File: src/rtl/spi_transaction_fsm.sv
// rtl/spi_transaction_fsm.sv - SPI-slave memory transaction sequencer (header, read/write data phases)
// Outputs are registered from the next state so they decode state only, with no input-to-output path.
module spi_transaction_fsm #(
    parameter int width = 8
) (
    input  logic clk,
    input  logic reset,
    input  logic cs,
    input  logic sclk_pos,
    input  logic sclk_neg,
    input  logic rw_bit,
    output logic addr_we,
    output logic sr_load,
    output logic dm_we,
    output logic miso_en,
    output logic busy
);
    localparam int CW = $clog2(width + 1);
    localparam logic [CW-1:0] LAST = CW'(width - 1);

    typedef enum logic [2:0] {
        S_IDLE         = 3'd0,
        S_GET_ADDR     = 3'd1,
        S_GOT_ADDR     = 3'd2,
        S_READ_LOAD    = 3'd3,
        S_READ_SHIFT   = 3'd4,
        S_WRITE_SHIFT  = 3'd5,
        S_WRITE_COMMIT = 3'd6,
        S_DONE         = 3'd7
    } state_t;

    state_t        r_state;
    state_t        w_next_state;
    logic [CW-1:0] r_count;
    logic [CW-1:0] w_next_count;
    logic          r_addr_we;
    logic          r_sr_load;
    logic          r_dm_we;
    logic          r_miso_en;
    logic          r_busy;

    // cs high wins over every other event, including the final data pulse
    always_comb begin
        w_next_state = r_state;
        w_next_count = r_count;
        if (cs) begin
            w_next_state = S_IDLE;
            w_next_count = '0;
        end else begin
            case (r_state)
                S_IDLE: begin
                    w_next_state = S_GET_ADDR;
                    w_next_count = '0;
                end
                S_GET_ADDR: begin
                    if (sclk_pos) begin
                        if (r_count == LAST) begin
                            w_next_state = S_GOT_ADDR;
                            w_next_count = '0;
                        end else begin
                            w_next_count = r_count + 1'b1;
                        end
                    end
                end
                S_GOT_ADDR: begin
                    w_next_state = rw_bit ? S_READ_LOAD : S_WRITE_SHIFT;
                    w_next_count = '0;
                end
                S_READ_LOAD: begin
                    if (sclk_neg) begin
                        w_next_state = S_READ_SHIFT;
                        w_next_count = '0;
                    end
                end
                S_READ_SHIFT: begin
                    if (sclk_neg) begin
                        if (r_count == LAST) begin
                            w_next_state = S_DONE;
                            w_next_count = '0;
                        end else begin
                            w_next_count = r_count + 1'b1;
                        end
                    end
                end
                S_WRITE_SHIFT: begin
                    if (sclk_pos) begin
                        if (r_count == LAST) begin
                            w_next_state = S_WRITE_COMMIT;
                            w_next_count = '0;
                        end else begin
                            w_next_count = r_count + 1'b1;
                        end
                    end
                end
                S_WRITE_COMMIT: begin
                    w_next_state = S_DONE;
                    w_next_count = '0;
                end
                S_DONE: begin
                    w_next_state = S_DONE;
                end
                default: begin
                    w_next_state = S_IDLE;
                    w_next_count = '0;
                end
            endcase
        end
    end

    always_ff @(posedge clk or posedge reset) begin
        if (reset) begin
            r_state   <= S_IDLE;
            r_count   <= '0;
            r_addr_we <= 1'b0;
            r_sr_load <= 1'b0;
            r_dm_we   <= 1'b0;
            r_miso_en <= 1'b0;
            r_busy    <= 1'b0;
        end else begin
            r_state   <= w_next_state;
            r_count   <= w_next_count;
            r_addr_we <= (w_next_state == S_GOT_ADDR);
            r_sr_load <= (w_next_state == S_READ_LOAD);
            r_dm_we   <= (w_next_state == S_WRITE_COMMIT);
            r_miso_en <= (w_next_state == S_READ_SHIFT);
            r_busy    <= (w_next_state != S_IDLE);
        end
    end

    assign addr_we = r_addr_we;
    assign sr_load = r_sr_load;
    assign dm_we   = r_dm_we;
    assign miso_en = r_miso_en;
    assign busy    = r_busy;

endmodule

File: config.mk
export PLATFORM = sky130hd
export DESIGN_NAME = spi_transaction_fsm
export DESIGN_NICKNAME = d
export VERILOG_FILES = /design/src/rtl/spi_transaction_fsm.sv
export SDC_FILE = /design/constraint.sdc
export NUM_CORES = 1
export LEC_CHECK = 0
export CAP_MARGIN = 15
export CORE_AREA = 2 2 39 41
export CTS_BUF_LIST = sky130_fd_sc_hd__clkbuf_4 sky130_fd_sc_hd__clkbuf_8
export CTS_CLUSTER_SIZE = 40
export DETAILED_ROUTE_END_ITERATION = 8
export DIE_AREA = 0 0 41 43
export HOLD_SLACK_MARGIN = 0.12
export PLACE_DENSITY = 0.79
export SETUP_SLACK_MARGIN = 0.15
export SLEW_MARGIN = 20
export SYNTH_ARGS = -nofsm -noshare
export SYNTH_HDL_FRONTEND = slang
export SYNTH_SLANG_ARGS = --single-unit
File: constraint.sdc
create_clock -name clk -period 3.1 [get_ports clk]
set_input_delay 0.62 -clock clk [delete_from_list [all_inputs] [get_ports clk]]
set_output_delay 0.62 -clock clk [all_outputs]
set_load 0.005 [all_outputs]
==> reports/metrics.csv, run 1 <==
metric,value,unit
outcome,"finished, final reports clean",
Syn Inst Count,64,
final setup vio count,0,
die area,1763,sq um
antenna violations before repair,0,
Clock Skew,0.003977,ns
Combinational Power Share,8.6,%
Inst Count DP,87,
RSZ-0062 raised after global routing,no,
CTS max path bufs,2,
post-CTS sizing,0,
Wirelength per Cell,13.69,microns
hold depth,1,
share of cells above drive strength 1,10.67,%
area delta synth->final,20.35,%
final setup margin,1.048,ns
type of origin of the critical path,input pin,
Worst R2R Setup Slack,1.46,ns
Synth Register Bits,12,
launch point of the worst path,cs,
area of the mapped netlist,651.9,sq um
Worst Max-Slew Pin Slew,0.4326,ns
htree depth,1,
Synth warnings,0,
P_leak,0.3562,nW
FF-to-FF End,r_count[3]$_DFFE_PP0P_,
IO Count,11,
first-pass GRT wire length,1.966,mm
TNS Setup,0,ns
grt ovf,0,
Max Clk Rate,487.2,MHz
vias in the first global route,453,
Pre-antenna DRT Iters,4,
Routed Antenna Nets,0,
number of remaining DRC errors,0,
"non-filler cells, final",91,
Util after Layout,56.69,%
number of buffers added on ports,10,
Core Rows,14,
Final Hold Fails,0,
"Min Clock Period, post-route",2.052,ns
hold crit path type,reg -> reg,
worst-path maximum fanout,10,
GP Congestion,0.8647,
Die W,41,microns
Synth area leader,dfrtp_1,
Unique masters post-synth,31,
register area,300.3,sq um
Reg-to-Reg Start,r_state[1]$_DFF_PP0_,
Setup CP Type,in -> reg,
CTS buffer count,3,
post-synth top area share,46.07,%
multi-input logic area,297.8,sq um
Placeable Area,1384,sq um
nets@finish,83,
Die Y,43,microns
Ant. Diodes,0,
Pwr per Cell Area,397.3,nW/um^2
initial core utilization,47.11,%
CP required,3.27,ns
Worst EP arrival,2.22,ns
Area contributors post-synth,"dfrtp_1, inv_1, nor2b_1, nor3b_4, a32oi_1",
synthesized net count,71,
switch share,22.01,%
Final HPWL DP,912.2,microns
TritonCTS clock tree,done,
Max-Cap Viols,0,
FILL cells,127,
initial DRC count,14,
clk slew on worst S/H paths,0.07,ns
Place WS,0.7903,ns
Worst setup endpoint,r_count[3]$_DFFE_PP0P_,
vias per inst,5.648,
largest net degree at the start of global routing,13,
Slew HR,71.13,%
clk root buf,clkbuf_4,
synthesized area per cell,10.19,sq um
Overall Global Routing Usage,17.70,%
clk sinks,12,
cell internal pwr,0.2431,mW
"Seq/Total Area, Yosys",46.07,%
Crit. End Element,register,
worst reg2reg path depth,4,
worst vdd ir,0.0003167,V
worst skew pair latency,0.27,ns
Hold Buf Count CTS,0,
Tcrit/Tclk final,66.21,%
WL final,1.246,mm
sequential share of power,52.1,%
Pwr Total,0.3117,mW
"Slew Viols, Final",0,
clock power share,39.3,%
switching power,0.06862,mW
postcts setup bufs,0,
total number of vias,514,
Yosys cell counts:
library cell	number
dfrtp_1	12
inv_1	8
nand2_1	3
nand3_1	3
nor2_1	3
nor2b_1	3
nor3_1	3
a32oi_1	2
and3b_1	2
nand2b_1	2
nand4_1	2
o31ai_1	2
a21boi_0	1
a311o_1	1
a31o_2	1
buf_2	1
buf_4	1
buf_6	1
ha_1	1
nand3b_1	1
nor3_2	1
nor3b_1	1
nor3b_2	1
nor3b_4	1
o211a_1	1
o21ai_0	1
o22ai_1	1
o2bb2ai_1	1
o31a_1	1
o32ai_1	1
o41ai_1	1
power by group through the flow:
stage,Clock (mW),Sequential [mW],Combinational (mW)
after floorplan,0,0.164,0.0174
after CTS,0.127,0.162,0.0268
final,0.123,0.162,0.0267
after global routing,0.132,0.163,0.0300
after global placement,0,0.165,0.0255
after detailed placement,0,0.166,0.0265
through the flow:
stage                     area (sq um)  hold WS, ns
after floorplan                  651.9       0.4847
after global placement           748.2       0.5521
after detailed placement         748.2       0.5581
after CTS                        784.5       0.5733
after global routing             784.5       0.6179
final                            784.5       0.5735
sequential cells by signal, indices dropped and copies added (netlist names):
name,count
addr_we,1
sr_load,1
dm_we,1
r_count,4
miso_en,1
r_state,3
busy,1
final cells by class:
type / instances / share of cell area, %
sequential: 12 / 38.28
clock buffer: 4 / 4.625
inverter: 8 / 3.828
tap: 16 / 2.552
multi-input combinational: 41 / 37.96
timing repair buffer: 10 / 12.76
critical path: stages:
cell             delay [ns]
clkdlybuf4s50_1        0.69
nor2b_1                0.09
a32oi_1                0.34
nand2_1                0.16
o32ai_1                0.32
cells by family after synthesis:
kind of cell | Yosys count | share of synthesized area, %
AND/OR/NAND/NOR | 26 | 26.10
AO/OA/AOI/OAI | 14 | 17.66
flip-flops | 12 | 46.07
buffers and inverters | 11 | 8.253
adder cells (fa/ha/maj) | 1 | 1.919
cell usage in the layout, fill, tap and decap left out, types with 2 or more instances in the layout:
master,synthesis,routed
clkdlybuf4s50_1,0,10
a32oi_1,2,2
nand2_1,3,3
dfrtp_1,12,12
nor3_1,3,3
nor2b_1,3,3
o31ai_1,2,2
inv_1,8,8
nand4_1,2,2
nand2b_1,2,2
clkbuf_4,0,3
nand3_1,3,3
and3b_1,2,2
nor2_1,3,3
worst min-delay path by stage:
stage                             end  slack [ns]              startpoint
2_1_floorplan       addr_we$_DFF_PP0_        0.48                   reset
3_3_place_gp   r_count[2]$_DFFE_PP0P_        0.55  r_count[2]$_DFFE_PP0P_
3_5_place_dp   r_count[2]$_DFFE_PP0P_        0.56  r_count[2]$_DFFE_PP0P_
4_1_cts        r_count[2]$_DFFE_PP0P_        0.57  r_count[2]$_DFFE_PP0P_
5_1_grt        r_count[2]$_DFFE_PP0P_        0.62  r_count[2]$_DFFE_PP0P_
6_report       r_count[2]$_DFFE_PP0P_        0.57  r_count[2]$_DFFE_PP0P_
routing by layer:
metal | wire length (microns) | global-route usage, %
met1 | 574 | 25.09
met4 | 48 | 16.00
met5 | 0 | 0
met2 | 547 | 20.31
met3 | 76 | 5.759
(Power assumes the default switching activity.)
==> run 2: changes to the inputs <==
CORE_AREA = unset   (was 2 2 39 41)
CORE_UTILIZATION = 48   (was unset)
DIE_AREA = unset   (was 0 0 41 43)
PLACE_DENSITY = 0.81   (was 0.79)
clock period = 1.8 ns   (was 3.1 ns; I/O delays follow)
==> reports/metrics.csv, run 2 (synthesis results as in run 1) <==
metric,value,unit
worst skew pair latency,0.27,ns
Inst Count DP,90,
crit path buf inv count,0,
RSZ-0062 raised after global routing,yes,
Placeable Area,1186,sq um
Place WS,-0.09998,ns
nets@finish,90,
antenna violations before repair,0,
CP max-delay cell,a311o_1,
Setup CP Type,reg -> reg,
Top Registers,"r_count (4), r_state (3)",
Pwr per Cell Area,645.8,nW/um^2
Die Y,38.85,microns
worst vdd ir,0.0004779,V
Wirelength per Cell,15.15,microns
most frequent cells in the layout,"dfrtp_1, clkdlybuf4s50_1, inv_1, buf_4",
GP Congestion,0.7695,
sequential share of power,51.2,%
outcome,"finished, final reports clean",
final setup margin,0.1093,ns
Final Hold Fails,0,
area delta synth->final,30.71,%
"Most flops, register",r_count,
WL final,1.454,mm
clk sinks,12,
type of origin of the critical path,register,
number of buffers added on ports,10,
Fin Hold WS,0.3830,ns
"Slew Viols, Final",0,
vias in the first global route,523,
clk slew on worst S/H paths,0.08,ns
final setup vio count,0,
Max Clk Rate,591.5,MHz
Crit. End Element,register,
switch share,22.78,%
Crit path largest cell delay,0.46,ns
Combinational Power Share,9.9,%
Core Rows,12,
max reg flops,4,
Clock Skew,0.0008661,ns
worst-path maximum fanout,5,
Die W,38.85,microns
FILL cells,92,
Routed Antenna Nets,0,
Worst Max-Slew Pin Slew,0.4392,ns
htree depth,1,
Final HPWL DP,1.005,mm
crit-path most repeated cell,and3b_1,
vias per inst,5.885,
grt ovf,0,
"commonest non-fill, non-tap cell in the layout",dfrtp_1,
hold crit path type,in -> async,
Tcrit/Tclk final,93.93,%
TritonCTS clock tree,done,
Top delay family on crit path,simple AND/OR/NAND/NOR gates,
IO Count,11,
die area,1509,sq um
initial DRC count,20,
clock power share,39.0,%
Overall Global Routing Usage,23.83,%
"non-filler cells, final",96,
"Min Clock Period, post-route",1.691,ns
"Cell Chain, Critical Path",ha_4 > and3b_1 > nand4_1 > a311o_1 > and3b_1,
number of remaining DRC errors,0,
Hold Buf Count CTS,0,
Slew HR,70.69,%
P_leak,0.3943,nW
TNS Setup,0,ns
CTS max path bufs,2,
clk root buf,clkbuf_4,
first-pass GRT wire length,2.283,mm
CP required,2.01,ns
share of cells above drive strength 1,21.95,%
Ant. Diodes,0,
Max-Cap Viols,0,
largest net degree at the start of global routing,13,
Pre-antenna DRT Iters,4,
initial core utilization,54.96,%
switching power,0.1253,mW
cell internal pwr,0.4249,mW
total number of vias,565,
Util after Layout,71.84,%
Worst EP arrival,1.90,ns
CTS buffer count,3,
[run 2: power groups by stage]
stage / Clock, mW / Sequential, mW / Combinational [mW]
floorplan: 0 / 0.282 / 0.0299
global placement: 0 / 0.285 / 0.0512
detailed placement: 0 / 0.285 / 0.0525
CTS: 0.216 / 0.280 / 0.0531
global route: 0.238 / 0.282 / 0.0616
finish: 0.214 / 0.281 / 0.0543
[run 2: path summary, 6_finish.rpt]
kind | start | to | slack (ns) | cells after the start
setup / recovery | r_count[1]$_DFFE_PP0P_ | addr_we$_DFF_PP0_ | 0.11 | 5
hold / removal | reset | r_count[0]$_DFFE_PP0P_ | 0.38 | 2
setup reg to reg | r_count[1]$_DFFE_PP0P_ | addr_we$_DFF_PP0_ | 0.11 | 5
hold reg to reg | r_count[3]$_DFFE_PP0P_ | r_count[3]$_DFFE_PP0P_ | 0.60 | 2
max in group asynchronous | reset | r_state[1]$_DFF_PP0_ | 1.09 | 2
min in group clk | r_count[3]$_DFFE_PP0P_ | r_count[3]$_DFFE_PP0P_ | 0.60 | 2
[run 2: layout make-up]
type | instances | area (sq um) | share of cell area, %
multi-input cells | 41 | 310.3 | 36.42
flip-flops and latches | 12 | 302.8 | 35.54
repair buffers | 17 | 155.1 | 18.21
clock buffers | 4 | 36.28 | 4.258
inverters | 8 | 30.03 | 3.524
well taps | 14 | 17.52 | 2.056
[run 2: repair_timing]
item                                   in CTS  in global routing
resized for setup                           0                  5
buffers inserted                            0                  2
endpoints found under the hold margin       0                  0
setup endpoints to repair                   0                  9
[run 2: through the flow]
| stage | power, mW | area, sq um |
|---|---|---|
| final | 0.5502 | 852.1 |
| after global routing | 0.5820 | 852.1 |
| after CTS | 0.5493 | 819.5 |
| after detailed placement | 0.3377 | 783.3 |
| after global placement | 0.3362 | 783.3 |
| after floorplan | 0.3117 | 651.9 |
[run 2: layer usage]
metal	wire (microns)	vias to the layer above	GRT usage (%)
li1	-	271	-
met1	630	261	31.70
met2	708	29	37.08
met3	97	4	5.202
met4	18	0	10.34
met5	0	-	0
